## src/rtl/rv64_pipe_pkg.sv

```systemverilog
// Shared pipeline widths and the Execute-to-Memory payload bundle.
// Used by reg_m and by the Memory stage that consumes its outputs.
package rv64_pipe_pkg;

    localparam int XLEN     = 64;
    localparam int LS_W     = 11;
    localparam int OP_W     = 12;
    localparam int COMMIT_W = 161;

    typedef struct packed {
        logic [XLEN-1:0]     alu_result;
        logic [XLEN-1:0]     store_data;
        logic [XLEN-1:0]     pc;
        logic [4:0]          rd;
        logic                reg_wen;
        logic [LS_W-1:0]     ls_info;
        logic [OP_W-1:0]     op_info;
        logic [COMMIT_W-1:0] commit_info;
    } exe_mem_payload_t;

endpackage

```

## src/rtl/pipe_skid_buf.sv

```systemverilog
// Generic two-slot valid/ready pipeline register with flush.
// in_ready is a pure function of state, so out_ready never reaches it.
module pipe_skid_buf #(
    parameter int W = 8
) (
    input  logic         clk,
    input  logic         rst,
    input  logic         flush,
    input  logic         in_valid,
    output logic         in_ready,
    input  logic [W-1:0] in_data,
    output logic         out_valid,
    input  logic         out_ready,
    output logic [W-1:0] out_data
);

    logic         main_valid;
    logic         skid_valid;
    logic [W-1:0] main_data;
    logic [W-1:0] skid_data;

    logic         main_valid_n;
    logic         skid_valid_n;
    logic [W-1:0] main_data_n;
    logic [W-1:0] skid_data_n;

    logic accept;
    logic fire;

    assign in_ready  = !skid_valid;
    assign accept    = in_valid & in_ready;
    assign fire      = main_valid & out_ready;
    assign out_valid = main_valid;
    assign out_data  = main_data;

    always_comb begin
        main_valid_n = main_valid;
        skid_valid_n = skid_valid;
        main_data_n  = main_data;
        skid_data_n  = skid_data;
        if (flush) begin
            main_valid_n = 1'b0;
            skid_valid_n = 1'b0;
        end else if (!main_valid) begin
            if (accept) begin
                main_valid_n = 1'b1;
                main_data_n  = in_data;
            end
        end else if (fire) begin
            // The skid entry is older than anything accepted now.
            if (skid_valid) begin
                main_data_n  = skid_data;
                skid_valid_n = 1'b0;
            end else if (accept) begin
                main_data_n  = in_data;
            end else begin
                main_valid_n = 1'b0;
            end
        end else if (accept) begin
            skid_valid_n = 1'b1;
            skid_data_n  = in_data;
        end
    end

    always_ff @(posedge clk) begin
        if (rst) begin
            main_valid <= 1'b0;
            skid_valid <= 1'b0;
            main_data  <= '0;
            skid_data  <= '0;
        end else begin
            main_valid <= main_valid_n;
            skid_valid <= skid_valid_n;
            main_data  <= main_data_n;
            skid_data  <= skid_data_n;
        end
    end

endmodule

```

## src/rtl/reg_m.sv

```systemverilog
// Execute-to-Memory pipeline register built on a two-slot skid buffer.
// Packs the Execute result and Decode/Execute bundles, gates reg_wen by valid.
module reg_m
    import rv64_pipe_pkg::*;
(
    input  logic                clk,
    input  logic                rst,
    input  logic                regM_i_flush,
    input  logic                execute_i_valid,
    output logic                regM_o_ready,
    input  logic [XLEN-1:0]     execute_i_alu_result,
    input  logic [XLEN-1:0]     execute_i_store_data,
    input  logic [XLEN-1:0]     regE_i_pc,
    input  logic [4:0]          regE_i_rd,
    input  logic                regE_i_reg_wen,
    input  logic [LS_W-1:0]     regE_i_load_store_info,
    input  logic [OP_W-1:0]     regE_i_opcode_info,
    input  logic [COMMIT_W-1:0] regE_i_commit_info,
    input  logic                memory_i_ready,
    output logic                regM_o_valid,
    output logic [XLEN-1:0]     regM_o_alu_result,
    output logic [XLEN-1:0]     regM_o_store_data,
    output logic [XLEN-1:0]     regM_o_pc,
    output logic [4:0]          regM_o_rd,
    output logic                regM_o_reg_wen,
    output logic [LS_W-1:0]     regM_o_load_store_info,
    output logic [OP_W-1:0]     regM_o_opcode_info,
    output logic [COMMIT_W-1:0] regM_o_commit_info
);

    exe_mem_payload_t in_p;
    exe_mem_payload_t out_p;

    always_comb begin
        in_p             = '0;
        in_p.alu_result  = execute_i_alu_result;
        in_p.store_data  = execute_i_store_data;
        in_p.pc          = regE_i_pc;
        in_p.rd          = regE_i_rd;
        in_p.reg_wen     = regE_i_reg_wen;
        in_p.ls_info     = regE_i_load_store_info;
        in_p.op_info     = regE_i_opcode_info;
        in_p.commit_info = regE_i_commit_info;
    end

    pipe_skid_buf #(
        .W($bits(exe_mem_payload_t))
    ) u_skid (
        .clk       (clk),
        .rst       (rst),
        .flush     (regM_i_flush),
        .in_valid  (execute_i_valid),
        .in_ready  (regM_o_ready),
        .in_data   (in_p),
        .out_valid (regM_o_valid),
        .out_ready (memory_i_ready),
        .out_data  (out_p)
    );

    assign regM_o_alu_result      = out_p.alu_result;
    assign regM_o_store_data      = out_p.store_data;
    assign regM_o_pc              = out_p.pc;
    assign regM_o_rd              = out_p.rd;
    // A flushed or empty slot must never write the register file.
    assign regM_o_reg_wen         = regM_o_valid & out_p.reg_wen;
    assign regM_o_load_store_info = out_p.ls_info;
    assign regM_o_opcode_info     = out_p.op_info;
    assign regM_o_commit_info     = out_p.commit_info;

endmodule

```

## config.mk

```make
export PLATFORM = sky130hd
export DESIGN_NAME = reg_m
export DESIGN_NICKNAME = d
export VERILOG_FILES = /design/src/rtl/rv64_pipe_pkg.sv /design/src/rtl/pipe_skid_buf.sv /design/src/rtl/reg_m.sv
export SDC_FILE = /design/constraint.sdc
export NUM_CORES = 2
export LEC_CHECK = 0
export ABC_AREA = 0
export CAP_MARGIN = 10
export CORE_AREA = 2 2 302 304
export DETAILED_ROUTE_END_ITERATION = 7
export DIE_AREA = 0 0 304 306
export PLACE_DENSITY_LB_ADDON = 0.08
export SKIP_LAST_GASP = 1
export SLEW_MARGIN = 10
export SYNTH_ARGS = -nofsm -noshare
export SYNTH_HDL_FRONTEND = slang
export SYNTH_SLANG_ARGS = --single-unit
```

## constraint.sdc

```tcl
create_clock -name clk -period 1.75 [get_ports clk]
set_input_delay 0.175 -clock clk [delete_from_list [all_inputs] [get_ports clk]]
set_output_delay 0.175 -clock clk [all_outputs]
set_load 0.05 [all_outputs]
```

Word level (Yosys, flattened, before mapping):

Index checks and enable logic that the tools add are counted.

* div/mod/pow operators: 0
* equality and inequality tests: 1
* multipliers: 0
* $add $sub $neg: 0
* multiplexer cells: 10
* shift-type cells: 0
* $lt $le $gt $ge: 0
* bitwise operators: 5
* reductions and logical operators: 6

Operators by type and width (count)
* $mux 382: 4
* $mux 1: 6
* $reduce_and 2->1: 2
* $reduce_and 4->1: 1
* $and 1x1->1: 3
* $ne 2x2->1 const B: 1
* $not 1->1: 2
* $reduce_bool 2->1: 1
* $reduce_or 2->1: 1
* $logic_not 1->1: 1

* input bits: 387
* RAM bits: 0
* output and inout port bits: 384
* logic and storage cells: 26
* bits in read-only memories: 0
* register bits after elaboration: 766
* bits in latches: 0
* memories kept: 0

Longest topological paths before layout:

* depth in word-level cells: 6
* gate-level depth with buffers: 7
* mapped depth without buffers: 3

Hierarchy:

A second synthesis with hierarchy kept.

* cells, all modules: 4473
* area total of the unflattened synthesis: 36480.0 um^2

By module, submodules not included
* pipe_skid_buf: seq. area each 15334.7 um^2, area each 36473.7 um^2, times used 1, cells an instance 4472
* reg_m: seq. area each 0.0 um^2, area each 6.3 um^2, times used 1, cells an instance 1

Worst setup path after synthesis:

OpenSTA, ideal clock, no wires.

* path kind: register to output
* start: reg u_skid.main_valid, in the netlist u_skid.out_valid
* end: out regM_o_reg_wen
* setup slack: -109 ps
* path buffers: 3
* required time: 1575 ps
* data arrival time: 1684 ps
* stages on the path, launching flop included: 5
* cell sequence: dfxtp_1 buf_4 buf_2 buf_2 and2_1

* cells in the longest elaborated chain, start to end: 1

RTL lines
* start: declaration: line pipe_skid_buf.sv:17 `logic main_valid;`
* start signal: assignment: line pipe_skid_buf.sv:72 `main_valid <= main_valid_n;`
* $and 1x1->1: line reg_m.sv:65 `assign regM_o_reg_wen = regM_o_valid & out_p.reg_wen;`
* end: declaration: line reg_m.sv:25 `output logic regM_o_reg_wen,`

Every way passes these cells.

Worst setup path after layout:

* start: reg u_skid.main_data[312], in the netlist u_skid.out_data[312]
* end: out regM_o_store_data[58]

RTL lines
* start: declaration: line pipe_skid_buf.sv:19 `logic [W-1:0] main_data;`
* start signal: assignment: line pipe_skid_buf.sv:74 `main_data <= main_data_n;`
* end: declaration: line reg_m.sv:22 `output logic [XLEN-1:0] regM_o_store_data,`

No word-level cell between the ends.

==> impl_metrics.ini <==
[outcome]
outcome = complete, no violations

[detailed_routing]
ant_nets = 0
wl_mm = 144
drc = 0
drt_iter0_drc = 3715
viasPerCell = 6.13
vias = 38000
wl_per_cell_um = 23.2
dr.pass1.iters = 5

[synthesis]
synth.avg_cell_area_um2 = 8.16
synth.distinct_cells = 26
synth_ff_type = dfxtp_1
yosysSeqAreaShare_pct = 38.7
synth_seq_cells = 766
async_flop_share_pct = 0
syn_inst = 4854
syn_nets = 5241
syn_area_um2 = 39600
synth_edf_count = 0
synth.yosys.warnings = 0

[global_route]
grtUsageMet1_pct = 37.6
grt_overflow_total = 0
grt_util_met2_pct = 45.6
grt_busiest_layer = met2
grt_pass1_wl_mm = 214
grt_pass1_vias = 34700
antenna_found_initial = 15
grt_usage_pct = 28.7
met3_usage_pct = 4.80
grt_max_degree = 146

[power_and_ir_drop]
power_density_nw_per_um2 = 944
ir_worst_vdd_v = 0.000793
p_leak_uw = 0.0166

[die]
coreArea_um2 = 89600
chipWidth_um = 304
start_util_pct = 44.2
rows = 110
die_h_um = 306
io_pins = 771
fp.dieArea_um2 = 93000

[final_layout]
mostFrequentLayoutCell = dfxtp_1
finalNonFillerCells = 6193
stdcell_area_um2 = 49000
area_delta_synth_final_pct = 23.7
most-common-layout-cells = dfxtp_1, a21oi_1, clkdlybuf4s50_1
drive_gt1_share_pct = 11.9
nets = 5325
fill_cells = 8299
post-route-util_pct = 54.7

[sta]
fin_crit_ns = 1.73
tns_ns = 0
final-max-slew-violation-count = 0
skew_ns = 0.0327
relSlewSlack_pct = 47.0
rsz0062_at_grt = yes
fmax_mhz = 577
setup_viol_count_final = 0
tightest_slew_ns = 0.794
timing.final.crit_share_pct = 99.0
finalHoldViolCount = 0

[cts]
htree_levels = 3
clock_latency_ns = 0.65
cts.clk_slew.worst_paths_ns = 0.06
clkSinkCount = 766
root_buffer = clkbuf_16
clockBufferDepth = 3
tritoncts = yes
cts_buffers = 88

[setup_path]
start_kind = register
worstPathMaxFanout = 2
cp-end-kind = output pin
crit_chain = clkdlybuf4s15_1
path_buf_inv = 1
max_stage_delay_ns = 0.52
crit_type = register to output pin
crit_path_top_delay_cell = clkdlybuf4s15_1
critPathTopFamily = buffers and inverters
critPathArrivalTime_ns = 1.56
critPathRequiredTime_ns = 1.57

[worst_hold_path]
hold_path.class = input port to register

[placed_design]
port_buffers = 770
post-dp-hpwl_mm = 91.8
place_inst = 6008
globalplace.congestion = 0.833
place_area_um2 = 45700

[run]
maxCapViolCount = 0
==> path summary, 6_finish.rpt <==
check | start | endpoint | slack, ns | cells past startpoint
worst min register to register | u_skid.skid_data[248] | u_skid.skid_data[248] | 0.47 | 2
worst min-delay path | execute_i_store_data[58] | u_skid.skid_data[312] | 0.11 | 3
worst max register to register | u_skid.skid_valid | u_skid.out_data[304] | 0.08 | 5
worst max-delay path | u_skid.out_data[312] | regM_o_store_data[58] | 0.02 | 1
==> where the power goes <==
part           switching (uW)  internal, uW  total (uW)
registers                 540         18100       18700
clock network            7840         11200       19000
logic                    5460          3070        8530
total                   13800         32400       46200
==> synth_stat cells, types with 2 or more instances <==
cell type | number | share of area, %
nand2b_1 | 2 | 0.032
buf_6 | 46 | 1.3
buf_4 | 414 | 7.9
inv_1 | 383 | 3.6
o21ai_1 | 175 | 2.2
nand3_1 | 382 | 4.8
a311oi_1 | 382 | 8.5
nor2_1 | 382 | 3.6
clkbuf_1 | 352 | 3.3
o21ai_0 | 207 | 2.6
a32o_1 | 382 | 9.7
a21oi_1 | 383 | 4.8
buf_2 | 205 | 2.6
dfxtp_1 | 766 | 39
a31oi_1 | 382 | 6.0
==> cells by family after synthesis <==
family          after synthesis  share of synthesized area, %
simple gates                770                          8.57
mux                           1                        0.0379
flops                       766                          38.7
buf+inv                    1404                          18.8
compound gates             1913                          33.9
==> routing by layer <==
metal | vias to the layer above | part of all wire (%) | wire length, um
met3 | 284 | 6.6 | 9500
met5 | - | 0.055 | 79
met2 | 1455 | 46 | 66700
met1 | 18400 | 42 | 60300
li1 | 17800 | - | -
met4 | 12 | 4.9 | 7000
==> cell type report <==
class                      count  area (um^2)  share of cell area (%)
clock inverter                33          405                   0.828
inverter                     384         1450                    2.96
multi-input combinational   2684        16900                    34.4
timing repair buffer        1014        10900                    22.2
antenna                       12         30.0                  0.0613
tap                         1176         1470                    3.00
clock buffer                 124         2540                    5.18
sequential                   766        15300                    31.3
==> per-stage QoR <==
| step | total power [uW] | setup slack, ns | hold WS (ns) |
|---|---|---|---|
| CTS | 46400 | -0.0769 | 0.0709 |
| finish | 46200 | 0.0181 | 0.107 |
| global route | 47700 | -0.0184 | 0.116 |
| floorplan | 24800 | 0.177 | 0.291 |
| global placement | 27600 | -0.249 | 0.458 |
| detailed placement | 27600 | -0.289 | 0.463 |
==> state kept, by name, summed over array words and instances, names as in the netlist <==
name	flops
u_skid.out_data	382
u_skid.out_valid	1
u_skid.skid_data	382
u_skid.skid_valid	1
==> tightest hold or removal path: stages <==
cell and delay (ns):
clkdlybuf4s50_1 0.41, nand3_1 0.07, a21oi_1 0.05
==> repair_timing <==
item                                   4_1_cts  5_1_grt
setup endpoints to repair                  272      161
setup buffers                                5        0
gates cloned                                 2        7
endpoints found under the hold margin       19        0
resized for setup                          437       43
pin swaps                                    0        0
hold buffers                                 2        0
Power figures use the tool's default switching activity.
